$ cat config.mk
export PLATFORM = sky130hd
export DESIGN_NAME = shift_operand_stage_flat
export DESIGN_NICKNAME = d
export VERILOG_FILES = /design/src/rtl/shift_operand_stage_pkg.sv /design/src/rtl/shift_operand_stage_if.sv /design/src/rtl/shift_operand_stage_skid_buffer2.sv /design/src/rtl/shift_operand_stage.sv /design/src/flat_wrapper.sv
export SDC_FILE = /design/constraint.sdc
export NUM_CORES = 1
export LEC_CHECK = 0
export BUFFER_PORTS_ARGS = -buffer_cell sky130_fd_sc_hd__buf_2
export CAP_MARGIN = 20
export CORE_MARGIN = 2
export CORE_UTILIZATION = 51
export CTS_CLUSTER_SIZE = 8
export DETAILED_ROUTE_END_ITERATION = 10
export GPL_ROUTABILITY_DRIVEN = 0
export PLACE_DENSITY = 0.88
export SLEW_MARGIN = 30
export SYNTH_ARGS = -nofsm -noshare
export SYNTH_HDL_FRONTEND = slang
export SYNTH_SLANG_ARGS = --single-unit
$ cat constraint.sdc
create_clock -name clk -period 2.7 [get_ports clk]
set_clock_uncertainty 0.1 [all_clocks]
set_input_delay 0 -clock clk [delete_from_list [all_inputs] [get_ports clk]]
set_output_delay 0 -clock clk [all_outputs]
set_load 0.01 [all_outputs]
$ cat src/rtl/shift_operand_stage_pkg.sv
// Shared constants and types for the operand stage that feeds the combinational shifter.
package shift_pkg;
  localparam int DATA_W  = 16;
  localparam int AMT_W   = 12;
  localparam int ENTRY_W = DATA_W + AMT_W;

  localparam logic [3:0] OP_SLLI = 4'hA;
  localparam logic [3:0] OP_SLL  = 4'hB;

  localparam int OPC_HI = 15;
  localparam int OPC_LO = 12;
  localparam int IMM_HI = 3;
  localparam int IMM_LO = 0;

  typedef struct packed {
    logic [DATA_W-1:0] operand;
    logic [AMT_W-1:0]  amt;
  } shift_entry_t;
endpackage

$ cat src/rtl/shift_operand_stage_if.sv
// Upstream/downstream bundle of the operand stage.
// Handshake: a word transfers on a rising edge where valid && ready; ready never depends on valid.
interface shift_operand_stage_if;
  import shift_pkg::*;

  logic              in_valid;
  logic              in_ready;
  logic [15:0]       in_instr;
  logic [DATA_W-1:0] in_rs_data;
  logic [15:0]       in_rt_data;
  logic              fwd_valid;
  logic [DATA_W-1:0] fwd_data;
  logic              out_valid;
  logic              out_ready;
  logic [DATA_W-1:0] out_to_shift;
  logic [AMT_W-1:0]  out_shift_bits;
  logic [1:0]        out_count;

  modport slave (
    input  in_valid, in_instr, in_rs_data, in_rt_data, fwd_valid, fwd_data, out_ready,
    output in_ready, out_valid, out_to_shift, out_shift_bits, out_count
  );

  modport master (
    output in_valid, in_instr, in_rs_data, in_rt_data, fwd_valid, fwd_data, out_ready,
    input  in_ready, out_valid, out_to_shift, out_shift_bits, out_count
  );
endinterface

$ cat src/rtl/shift_operand_stage_skid_buffer2.sv
// Generic 2-entry in-order FIFO with registered ready; head and tail are separate flops
// so the head drives the outputs straight from a register.
module skid_buffer2 #(
  parameter int W = 8
) (
  input  logic         clk,
  input  logic         reset,
  input  logic         flush,
  input  logic         in_valid,
  output logic         in_ready,
  input  logic [W-1:0] in_data,
  output logic         out_valid,
  input  logic         out_ready,
  output logic [W-1:0] out_data,
  output logic [1:0]   count
);
  logic [1:0]   r_count;
  logic         r_in_ready;
  logic         r_out_valid;
  logic [W-1:0] r_head;
  logic [W-1:0] r_tail;

  logic       w_accept;
  logic       w_consume;
  logic [1:0] w_count_nxt;

  assign w_accept  = in_valid && r_in_ready;
  assign w_consume = r_out_valid && out_ready;

  always_comb begin
    w_count_nxt = r_count;
    case ({w_accept, w_consume})
      2'b10:   w_count_nxt = r_count + 2'd1;
      2'b01:   w_count_nxt = r_count - 2'd1;
      default: w_count_nxt = r_count;
    endcase
  end

  always_ff @(posedge clk) begin
    if (reset) begin
      r_count     <= 2'd0;
      r_in_ready  <= 1'b1;
      r_out_valid <= 1'b0;
      r_head      <= '0;
      r_tail      <= '0;
    end else if (flush) begin
      r_count     <= 2'd0;
      r_in_ready  <= 1'b1;
      r_out_valid <= 1'b0;
    end else begin
      r_count     <= w_count_nxt;
      r_in_ready  <= (w_count_nxt != 2'd2);
      r_out_valid <= (w_count_nxt != 2'd0);
      if (w_accept && !w_consume) begin
        if (r_count == 2'd0) r_head <= in_data;
        else                 r_tail <= in_data;
      end else if (!w_accept && w_consume) begin
        // Draining the last entry leaves the head untouched so outputs hold.
        if (r_count == 2'd2) r_head <= r_tail;
      end else if (w_accept && w_consume) begin
        if (r_count == 2'd1) begin
          r_head <= in_data;
        end else begin
          r_head <= r_tail;
          r_tail <= in_data;
        end
      end
    end
  end

  assign in_ready  = r_in_ready;
  assign out_valid = r_out_valid;
  assign out_data  = r_head;
  assign count     = r_count;
endmodule

$ cat src/rtl/shift_operand_stage.sv
// Forms operand (with forwarding) and shift amount from a decoded shift instruction
// and queues them in a skid buffer whose head feeds the shifter.
module shift_operand_stage
  import shift_pkg::*;
(
  input  logic                 clk,
  input  logic                 reset,
  input  logic                 flush,
  shift_operand_stage_if.slave bus
);
  logic [3:0]        w_opcode;
  logic [3:0]        w_imm;
  logic [DATA_W-1:0] w_operand;
  logic [AMT_W-1:0]  w_amt;
  shift_entry_t      w_in_entry;
  shift_entry_t      w_out_entry;
  logic [ENTRY_W-1:0] w_out_bits;

  assign w_opcode  = bus.in_instr[OPC_HI:OPC_LO];
  assign w_imm     = bus.in_instr[IMM_HI:IMM_LO];
  assign w_operand = bus.fwd_valid ? bus.fwd_data : bus.in_rs_data;

  // Register amounts are passed unsaturated; the shifter yields 0 for amounts >= 16.
  always_comb begin
    w_amt = '0;
    case (w_opcode)
      OP_SLLI: w_amt = {8'b0, w_imm};
      OP_SLL:  w_amt = bus.in_rt_data[AMT_W-1:0];
      default: w_amt = '0;
    endcase
  end

  assign w_in_entry = '{operand: w_operand, amt: w_amt};

  skid_buffer2 #(.W(ENTRY_W)) u_buf (
    .clk       (clk),
    .reset     (reset),
    .flush     (flush),
    .in_valid  (bus.in_valid),
    .in_ready  (bus.in_ready),
    .in_data   (w_in_entry),
    .out_valid (bus.out_valid),
    .out_ready (bus.out_ready),
    .out_data  (w_out_bits),
    .count     (bus.out_count)
  );

  assign w_out_entry        = w_out_bits;
  assign bus.out_to_shift   = w_out_entry.operand;
  assign bus.out_shift_bits = w_out_entry.amt;
endmodule

$ cat src/flat_wrapper.sv
// flat-port wrapper written by rule: the top's interface ports become plain ports
module shift_operand_stage_flat import shift_pkg::*;
  (clk, reset, flush, bus_in_valid, bus_in_instr, bus_in_rs_data, bus_in_rt_data, bus_fwd_valid, bus_fwd_data, bus_out_ready, bus_in_ready, bus_out_valid, bus_out_to_shift, bus_out_shift_bits, bus_out_count);
  shift_operand_stage_if bus_i ();
  input  logic clk;
  input  logic reset;
  input  logic flush;
  input wire logic [$bits(bus_i.in_valid)-1:0] bus_in_valid;
  input wire logic [$bits(bus_i.in_instr)-1:0] bus_in_instr;
  input wire logic [$bits(bus_i.in_rs_data)-1:0] bus_in_rs_data;
  input wire logic [$bits(bus_i.in_rt_data)-1:0] bus_in_rt_data;
  input wire logic [$bits(bus_i.fwd_valid)-1:0] bus_fwd_valid;
  input wire logic [$bits(bus_i.fwd_data)-1:0] bus_fwd_data;
  input wire logic [$bits(bus_i.out_ready)-1:0] bus_out_ready;
  output wire logic [$bits(bus_i.in_ready)-1:0] bus_in_ready;
  output wire logic [$bits(bus_i.out_valid)-1:0] bus_out_valid;
  output wire logic [$bits(bus_i.out_to_shift)-1:0] bus_out_to_shift;
  output wire logic [$bits(bus_i.out_shift_bits)-1:0] bus_out_shift_bits;
  output wire logic [$bits(bus_i.out_count)-1:0] bus_out_count;
  assign bus_i.in_valid = bus_in_valid;
  assign bus_i.in_instr = bus_in_instr;
  assign bus_i.in_rs_data = bus_in_rs_data;
  assign bus_i.in_rt_data = bus_in_rt_data;
  assign bus_i.fwd_valid = bus_fwd_valid;
  assign bus_i.fwd_data = bus_fwd_data;
  assign bus_i.out_ready = bus_out_ready;
  assign bus_in_ready = bus_i.in_ready;
  assign bus_out_valid = bus_i.out_valid;
  assign bus_out_to_shift = bus_i.out_to_shift;
  assign bus_out_shift_bits = bus_i.out_shift_bits;
  assign bus_out_count = bus_i.out_count;
  shift_operand_stage u_core (.clk(clk), .reset(reset), .flush(flush), .bus(bus_i));
endmodule
After elaboration in Yosys (flattened, before gate mapping)
Cells that the tools add are included.
{"block": "word_totals", "regBits": 60, "input_bits": 70}
{"block": "op_classes", "n_bitwise": 1, "reduce_logical": 14, "addsub": 2, "n_eq_ne": 12, "mux": 14}
{"operator": "28-bit two-way mux", "count": 11}
{"operator": "12-bit case mux with 2 select lines", "count": 1}
{"operator": "16-bit two-way mux", "count": 1}
{"operator": "4-bit == test (second input constant)", "count": 2}
{"operator": "2-bit != test (second input constant)", "count": 4}
{"operator": "1-bit logical AND", "count": 5}
{"operator": "5-bit AND reduction", "count": 1}
{"operator": "2-bit by 1-bit == test with 1-bit output (second input constant)", "count": 2}
{"operator": "2-bit == test (second input constant)", "count": 2}
{"operator": "2-bit case mux with 2 select lines", "count": 1}
{"operator": "4-bit AND reduction", "count": 1}
{"operator": "2-bit nonzero test", "count": 2}
{"operator": "3-bit by 2-bit != test with 1-bit output (second input constant)", "count": 1}
{"operator": "3-bit nonzero test", "count": 1}
{"operator": "2-bit by 1-bit adder with 2-bit output (second input constant)", "count": 1}
{"operator": "1-bit zero test", "count": 2}
{"operator": "2-bit zero test", "count": 1}
{"operator": "2-bit by 1-bit != test with 1-bit output (second input constant)", "count": 1}
{"operator": "2-bit OR reduction", "count": 1}
{"operator": "2-bit by 1-bit subtractor with 2-bit output (second input constant)", "count": 1}
{"operator": "1-bit NOT", "count": 1}

Logic depth before layout (Yosys ltp)
Gate-level depths: netlist of run 1.
{"block": "logic_depth", "ltp_word": 6, "depth_mapped": 9}

Hierarchy
Synthesis of run 1 repeated with hierarchy kept, for this count alone.
{"block": "unflattened", "hier_cells": 367, "hier_area_um2": 3308.2}
{"module": "skid_buffer2", "cells_each": 330, "n_inst": 1, "area_each_um2": 2925.3, "seq_area_each_um2": 1201.2}
{"module": "shift_operand_stage", "cells_each": 37, "n_inst": 1, "area_each_um2": 382.9, "seq_area_each_um2": 0.0}

Least setup slack after synthesis of run 1
No wires, ideal clock.
{"block": "synth_path", "path_kind": "reg-to-reg", "startpoint": "reg u_core.u_buf.r_out_valid, in the netlist u_core.u_buf.out_valid", "endpoint": "reg u_core.u_buf.r_in_ready, in the netlist u_core.u_buf.in_ready", "path_slack_ps": 713, "path_stages_with_launch": 8, "t_arrival_ps": 1753, "t_required_ps": 2466, "cell_sequence": "dfxtp_1 and2_1 inv_1 ha_1 buf_6 or2_2 a21oi_2 or4b_1"}
{"block": "synth_via", "elab_chain_len": 4, "word_cells_on_any_way": 5, "cone_classes": "eq/ne: 3; mux: 1; reduce/logical: 1"}
{"element": "start: declaration", "line_no": "shift_operand_stage_skid_buffer2.sv:19", "text": "logic r_out_valid;"}
{"element": "start signal: assignment", "line_no": "shift_operand_stage_skid_buffer2.sv:53", "text": "r_out_valid <= (w_count_nxt != 2'd0);"}
{"element": "1-bit logical AND (*)", "line_no": "shift_operand_stage_skid_buffer2.sv:28", "text": "assign w_consume = r_out_valid && out_ready;"}
{"element": "2-bit by 1-bit == test with 1-bit output or 2-bit == test (tied branches)", "line_no": "shift_operand_stage_skid_buffer2.sv:32", "text": "case ({w_accept, w_consume})"}
{"element": "2-bit case mux with 2 select lines (*)", "line_no": "shift_operand_stage_skid_buffer2.sv:32"}
{"element": "2-bit != test (*)", "line_no": "shift_operand_stage_skid_buffer2.sv:52", "text": "r_in_ready <= (w_count_nxt != 2'd2);"}
{"element": "end signal: assignment", "line_no": "shift_operand_stage_skid_buffer2.sv:52"}
{"element": "end: declaration", "line_no": "shift_operand_stage_skid_buffer2.sv:18", "text": "logic r_in_ready;"}
Mark *: on every way between the ends. The rest lies on a longest branch, timed or not.
A chain may end at the register's enable or synchronous reset.

Final worst setup path of run 1
{"block": "layout_path", "startpoint": "reg u_core.u_buf.r_out_valid, in the netlist u_core.u_buf.out_valid", "endpoint": "reg u_core.u_buf.r_head[12], in the netlist u_core.u_buf.out_data[12]"}
{"block": "layout_via", "elab_chain_len": 5, "word_cells_on_any_way": 11, "cone_classes": "eq/ne: 2; mux: 2; reduce/logical: 7"}
{"element": "1-bit logical AND (*)", "line_no": "shift_operand_stage_skid_buffer2.sv:28"}
{"element": "1-bit zero test", "line_no": "shift_operand_stage_skid_buffer2.sv:54", "text": "if (w_accept && !w_consume) begin"}
{"element": "1-bit logical AND", "line_no": "shift_operand_stage_skid_buffer2.sv:54"}
{"element": "3-bit by 2-bit != test with 1-bit output (no line), or another cell as far along"}
{"element": "4-bit AND reduction (no line)"}
{"element": "end signal: assignment", "line_no": "shift_operand_stage_skid_buffer2.sv:55", "text": "if (r_count == 2'd0) r_head <= in_data;"}
{"element": "end signal: assignment", "line_no": "shift_operand_stage_skid_buffer2.sv:59", "text": "if (r_count == 2'd2) r_head <= r_tail;"}
{"element": "end signal: assignment", "line_no": "shift_operand_stage_skid_buffer2.sv:62", "text": "r_head <= in_data;"}
{"element": "end: declaration", "line_no": "shift_operand_stage_skid_buffer2.sv:20", "text": "logic [W-1:0] r_head;"}
Marks and branches as above.

==> results of run 1 <==
[flip-flops by register name, summed over array words and instances (netlist names)]
| name | count |
|---|---|
| u_core.u_buf.r_tail | 28 |
| u_core.u_buf.in_ready | 1 |
| u_core.u_buf.out_data | 28 |
| u_core.u_buf.count | 2 |
| u_core.u_buf.out_valid | 1 |
[critical path, cell delays in order, from the launching register on]
cell,delay [ns]
dfxtp_1,0.32
and2_1,0.19
inv_1,0.09
ha_1,0.19
nor2_1,0.42
and4b_1,0.73
a32o_1,0.29
[cell families (layout without fill, tap and decap cells)]
logic type | Yosys count | after routing
DFF | 60 | 60
buffers and inverters | 43 | 162
and+or+nand+nor | 76 | 76
AOI/OAI and AO/OA | 126 | 126
muxes | 24 | 24
adders and majority gates | 7 | 7
[per-layer routing]
metal | vias up | global-route usage | share of wire
li1 | 1521 | - | -
met1 | 1567 | 0.348 | 0.39
met2 | 201 | 0.496 | 0.50
met3 | 40 | 0.0511 | 0.076
met4 | 0 | 0.156 | 0.035
met5 | - | 0 | 0
[area by class of cell]
type / count / share of cell area
Clock buffer: 10 / 0.0330
Clock inverter: 5 / 0.0126
Sequential cell: 60 / 0.288
Inverter: 4 / 0.00360
Multi-Input combinational cell: 233 / 0.411
Tap cell: 75 / 0.0225
Timing Repair Buffer: 143 / 0.229
[cell usage in the layout, fill, tap and decap left out, types with 12 or more instances in the layout]
cell,n
o211ai_1,12
a31oi_1,12
or3_1,16
a21oi_1,28
o21ai_0,28
buf_4,12
nand4_1,12
dfxtp_1,60
nor2b_1,16
mux2i_1,17
a211oi_1,17
a32o_1,16
a311oi_1,12
buf_2,89
dlygate4sd3_1,42
[final timing paths]
check / slack (ns) / endpoint / cells after the start / startpoint
setup / recovery: 0.32 / u_core.u_buf.out_data[12] / 6 / u_core.u_buf.out_valid
hold / removal: 0.009 / u_core.u_buf.out_data[16] / 4 / bus_in_rs_data[4]
setup reg to reg: 0.32 / u_core.u_buf.out_data[12] / 6 / u_core.u_buf.out_valid
hold reg to reg: 0.37 / u_core.u_buf.r_tail[0] / 2 / u_core.u_buf.r_tail[0]
[metrics by stage]
step	util	power [uW]	area, sq um	worst slack (ns)
after CTS	0.701	2150	4170	0.373
final	0.701	2170	4170	0.316
after detailed placement	0.598	1310	3560	0.367
after global routing	0.701	2250	4170	0.194
after floorplan	-	1200	3140	0.713
after global placement	0.598	1300	3560	0.445
[power groups by stage]
stage / Sequential [uW] / Combinational (uW) / Clock, uW
after floorplan: 980 / 216 / 0
after global placement: 969 / 330 / 0
after detailed placement: 970 / 342 / 0
after CTS: 951 / 399 / 799
after global routing: 955 / 446 / 849
final: 953 / 412 / 803
[repair_timing]
item                                   CTS  global route
buffers inserted                         0             0
endpoints found under the hold margin   45             0
hold buffers                            42             0
==> results.json, run 1 <==
{
  "grt_pass1_wl_um": 15000,
  "arrival_ns": 2.55,
  "power_switching_uw": 601,
  "static-leakage-power_uw": 0.00169,
  "grt_max_degree": 43,
  "pwr-share-comb": 0.190,
  "synth-compound-area-share": 0.270,
  "syn_avg_cell_area_sq_um": 9.35,
  "critPathKind": "register to register",
  "period_share": 0.883,
  "irDropWorstVdd_uv": 351,
  "tns_ns": 0,
  "drcViolationCount": 0,
  "cap_violations": 0,
  "synthSimpleGateAreaFrac": 0.165,
  "yosysMostFrequentCell": "dfxtp_1",
  "swShare": 0.277,
  "end_kind": "register",
  "cp.required_ns": 2.87,
  "antenna_found_initial": 0,
  "io_buffers": 89,
  "antenna_left": 0,
  "io_pins": 102,
  "die_area_sq_um": 6810,
  "synth_edf_count": 0,
  "std_cell_rows": 28,
  "ys_warn_count": 0,
  "cts_root_buf": "clkbuf_8",
  "insertion_delay_ns": 0.33,
  "synth_top_family_by_area": "compound AO/OA/AOI/OAI gates",
  "first_global_vias": 3211,
  "clkTransAtPathRegs_ns": 0.07,
  "vias_per_cell": 6.28,
  "p_per_area_nw_per_um2": 519,
  "synth_adder_area_share": 0.0279,
  "clock_power_share": 0.371,
  "hold_path_class": "input pin to register",
  "synthFlopType": "dfxtp_1",
  "netlist.area_leader.share": 0.382,
  "first_iter_violations": 307,
  "muxShareOfSynthArea": 0.0828,
  "n_antenna_cell": 0,
  "yosys-top-cells-count": "dfxtp_1 (60), a21oi_1 (28), o21ai_0 (28)",
  "syn_area_sq_um": 3140,
  "cts_tree": "built",
  "fp.dieW_um": 82.5,
  "synth_xor_area_frac": 0,
  "synth-seq-cells": 60,
  "nNetsFinal": 528,
  "die-height_um": 82.5,
  "multi_input_area_sq_um": 1720,
  "maxSlewViolCount": 0,
  "hold_ws_ns": 0.00926,
  "hold_violations": 0,
  "finalSetupViolCount": 0,
  "crit_path_max_fanout": 16,
  "period_needed_ns": 2.38,
  "cts_max_path_buffers": 2,
  "cts_buffers": 9,
  "syn_inst": 336,
  "max-slew-margin-rel": 0.543,
  "drt-total-wl_um": 9570,
  "ys_top_cells_by_area": "dfxtp_1 (38%), mux2i_1 (5.4%), a32o_1 (5.1%)",
  "status": "finished, final reports clean",
  "via_count": 3329,
  "wl_per_cell_um": 18.1,
  "dp_hpwl_um": 5520,
  "start_util": 0.528,
  "p_int_uw": 1570,
  "h-tree-depth": 3,
  "rsz0062_at_grt": "no",
  "fmax_mhz": 419,
  "instances_no_fill": 530,
  "dp.cells": 473,
  "grt_usage": 0.291,
  "crit_path_start_kind": "register",
  "regArea_sq_um": 1200,
  "cts_num_sinks": 60,
  "seq_power_share": 0.440,
  "drive_above_1_share": 0.292,
  "grt-ovfl-total": 0,
  "drt_pass1_iterations": 4,
  "fillers": 456,
  "tightest_slew_ns": 0.685,
  "postCtsResizedCells": 0,
  "syn-num-nets": 413,
  "async_flop_share": 0,
  "synth_top_cell_by_area": "dfxtp_1",
  "ys_seq_area_frac": 0.382,
  "ys_types": 39,
  "core_sq_um": 5960,
  "area_delta_synth_final_pct": 32.8
}
No activity file was read; power rests on OpenSTA's default activity.
==> inputs of run 2 (changes only) <==
--- a/config.mk
+++ b/config.mk
@@ -12,6 +12,7 @@
 export CTS_CLUSTER_SIZE = 8
 export DETAILED_ROUTE_END_ITERATION = 10
 export GPL_ROUTABILITY_DRIVEN = 0
+export GPL_TIMING_DRIVEN = 0
 export PLACE_DENSITY = 0.88
 export SLEW_MARGIN = 30
 export SYNTH_ARGS = -nofsm -noshare
==> results.json, run 2 (synthesized netlist as in run 1, its figures left out) <==
{
  "die-height_um": 82.5,
  "post_cts_buffers": 0,
  "cts_num_sinks": 60,
  "critPathKind": "register to register",
  "layout_common_cells": "buf_2 (101), dfxtp_1 (60), dlygate4sd3_1 (44)",
  "nNetsFinal": 555,
  "cap_violations": 0,
  "io_pins": 102,
  "first_global_vias": 3353,
  "dp_hpwl_um": 6220,
  "irDropWorstVdd_uv": 393,
  "cp_slowest_stage_delay_ns": 0.58,
  "tns_ns": 0,
  "tightest_slew_ns": 0.583,
  "rsz0062_at_grt": "no",
  "cp_cell_sequence": "and2_1, inv_1, ha_1, buf_6, buf_8, buf_2, o21ai_0, dlygate4sd3_1, a32o_1",
  "cts_root_buf": "clkbuf_8",
  "final_common_cell": "buf_2",
  "area_delta_synth_final_pct": 38.6,
  "end_kind": "register",
  "drcViolationCount": 0,
  "clkTransAtPathRegs_ns": 0.07,
  "maxSlewViolCount": 0,
  "crit_path_start_kind": "register",
  "grt_usage": 0.304,
  "static-leakage-power_uw": 0.00179,
  "via_count": 3496,
  "vias_per_cell": 6.27,
  "wl_per_cell_um": 18.2,
  "final_area_sq_um": 4360,
  "fmax_mhz": 410,
  "cp.required_ns": 2.83,
  "drt_pass1_iterations": 5,
  "hold_path_class": "input pin to register",
  "grt_max_degree": 11,
  "h-tree-depth": 3,
  "die_area_sq_um": 6810,
  "cts_tree": "built",
  "dpl_cell_area_sq_um": 3680,
  "arrival_ns": 2.57,
  "crit_path_max_fanout": 10,
  "status": "finished, final reports clean",
  "io_buffers": 88,
  "postCtsResizedCells": 0,
  "drive_above_1_share": 0.290,
  "std_cell_rows": 28,
  "core_sq_um": 5960,
  "antenna_found_initial": 0,
  "max-slew-margin-rel": 0.611,
  "fp.dieW_um": 82.5,
  "first_iter_violations": 352,
  "period_share": 0.904,
  "period_needed_ns": 2.44,
  "critPathSlowestCell": "dlygate4sd3_1",
  "start_util": 0.528,
  "p_total_uw": 2390,
  "cts_buffers": 9,
  "finalSetupViolCount": 0,
  "cts_max_path_buffers": 2,
  "insertion_delay_ns": 0.35,
  "antenna_left": 0,
  "p_per_area_nw_per_um2": 548,
  "hold_violations": 0,
  "grt-ovfl-total": 0,
  "drt-total-wl_um": 10100,
  "grt_pass1_wl_um": 15600
}
==> run 2: cell types whose count changed in the layout (fill, tap and decap cells not counted), sizes merged <==
cell         change
buf              +8
bufinv           +2
clkbuf          +18
clkinv           -3
diode            +1
dlygate4sd3      +2
==> run 2: per-stage QoR <==
step	util	setup slack [ns]	cells	hold WS, ns
floorplan	-	0.713	336	-0.0215
global route	0.731	0.128	557	0.0392
global placement	0.617	0.542	499	0.157
CTS	0.732	0.154	558	0.0000644
detailed placement	0.617	0.473	499	0.163
finish	0.731	0.260	558	0.0164
==> run 2: where the power goes <==
group,switching (uW),internal [uW]
Sequential,22.5,929
Clock,361,634
Combinational,230,210
==> run 2: path summary, 6_finish.rpt <==
| path | from | end | slack, ns | cells past startpoint |
|---|---|---|---|---|
| min | bus_fwd_data[5] | u_core.u_buf.out_data[17] | 0.02 | 4 |
| max reg2reg | u_core.u_buf.out_valid | u_core.u_buf.out_data[27] | 0.26 | 9 |
| max | u_core.u_buf.out_valid | u_core.u_buf.out_data[27] | 0.26 | 9 |
| min reg2reg | u_core.u_buf.r_tail[5] | u_core.u_buf.r_tail[5] | 0.37 | 2 |
==> run 2: area by class of cell <==
type                            instances  area [sq um]
Multi-Input combinational cell        233          1710
Fill cell                             417          1600
Sequential cell                        60          1200
Timing Repair Buffer                  132           881
Buffer                                 38           209
Clock buffer                           11           141
Clock inverter                          4          97.6
Tap cell                               75          93.8
Inverter                                4          15.0
Antenna cell                            1          2.50
==> run 2: metal layers <==
layer | share of wire | GRT usage | vias to the layer above
met3 | 0.081 | 0.0620 | 47
met5 | 0 | 0 | -
li1 | - | - | 1577
met2 | 0.48 | 0.503 | 210
met4 | 0.044 | 0.179 | 0
met1 | 0.40 | 0.363 | 1662
==> run 2: worst max-delay path, delay by kind of cell (launching register included) <==
kind	cells	cell delay, ns
buffers and inverters	5	1.18
AO/OA/AOI/OAI	2	0.38
flip-flops	1	0.31
AND/OR/NAND/NOR	1	0.18
adder cells (fa/ha/maj)	1	0.18
==> run 2: timing repair <==
| action | CTS | global route |
|---|---|---|
| endpoints found under the setup margin | 0 | 1 |
| hold buffers | 44 | 0 |
| endpoints found under the hold margin | 51 | 0 |
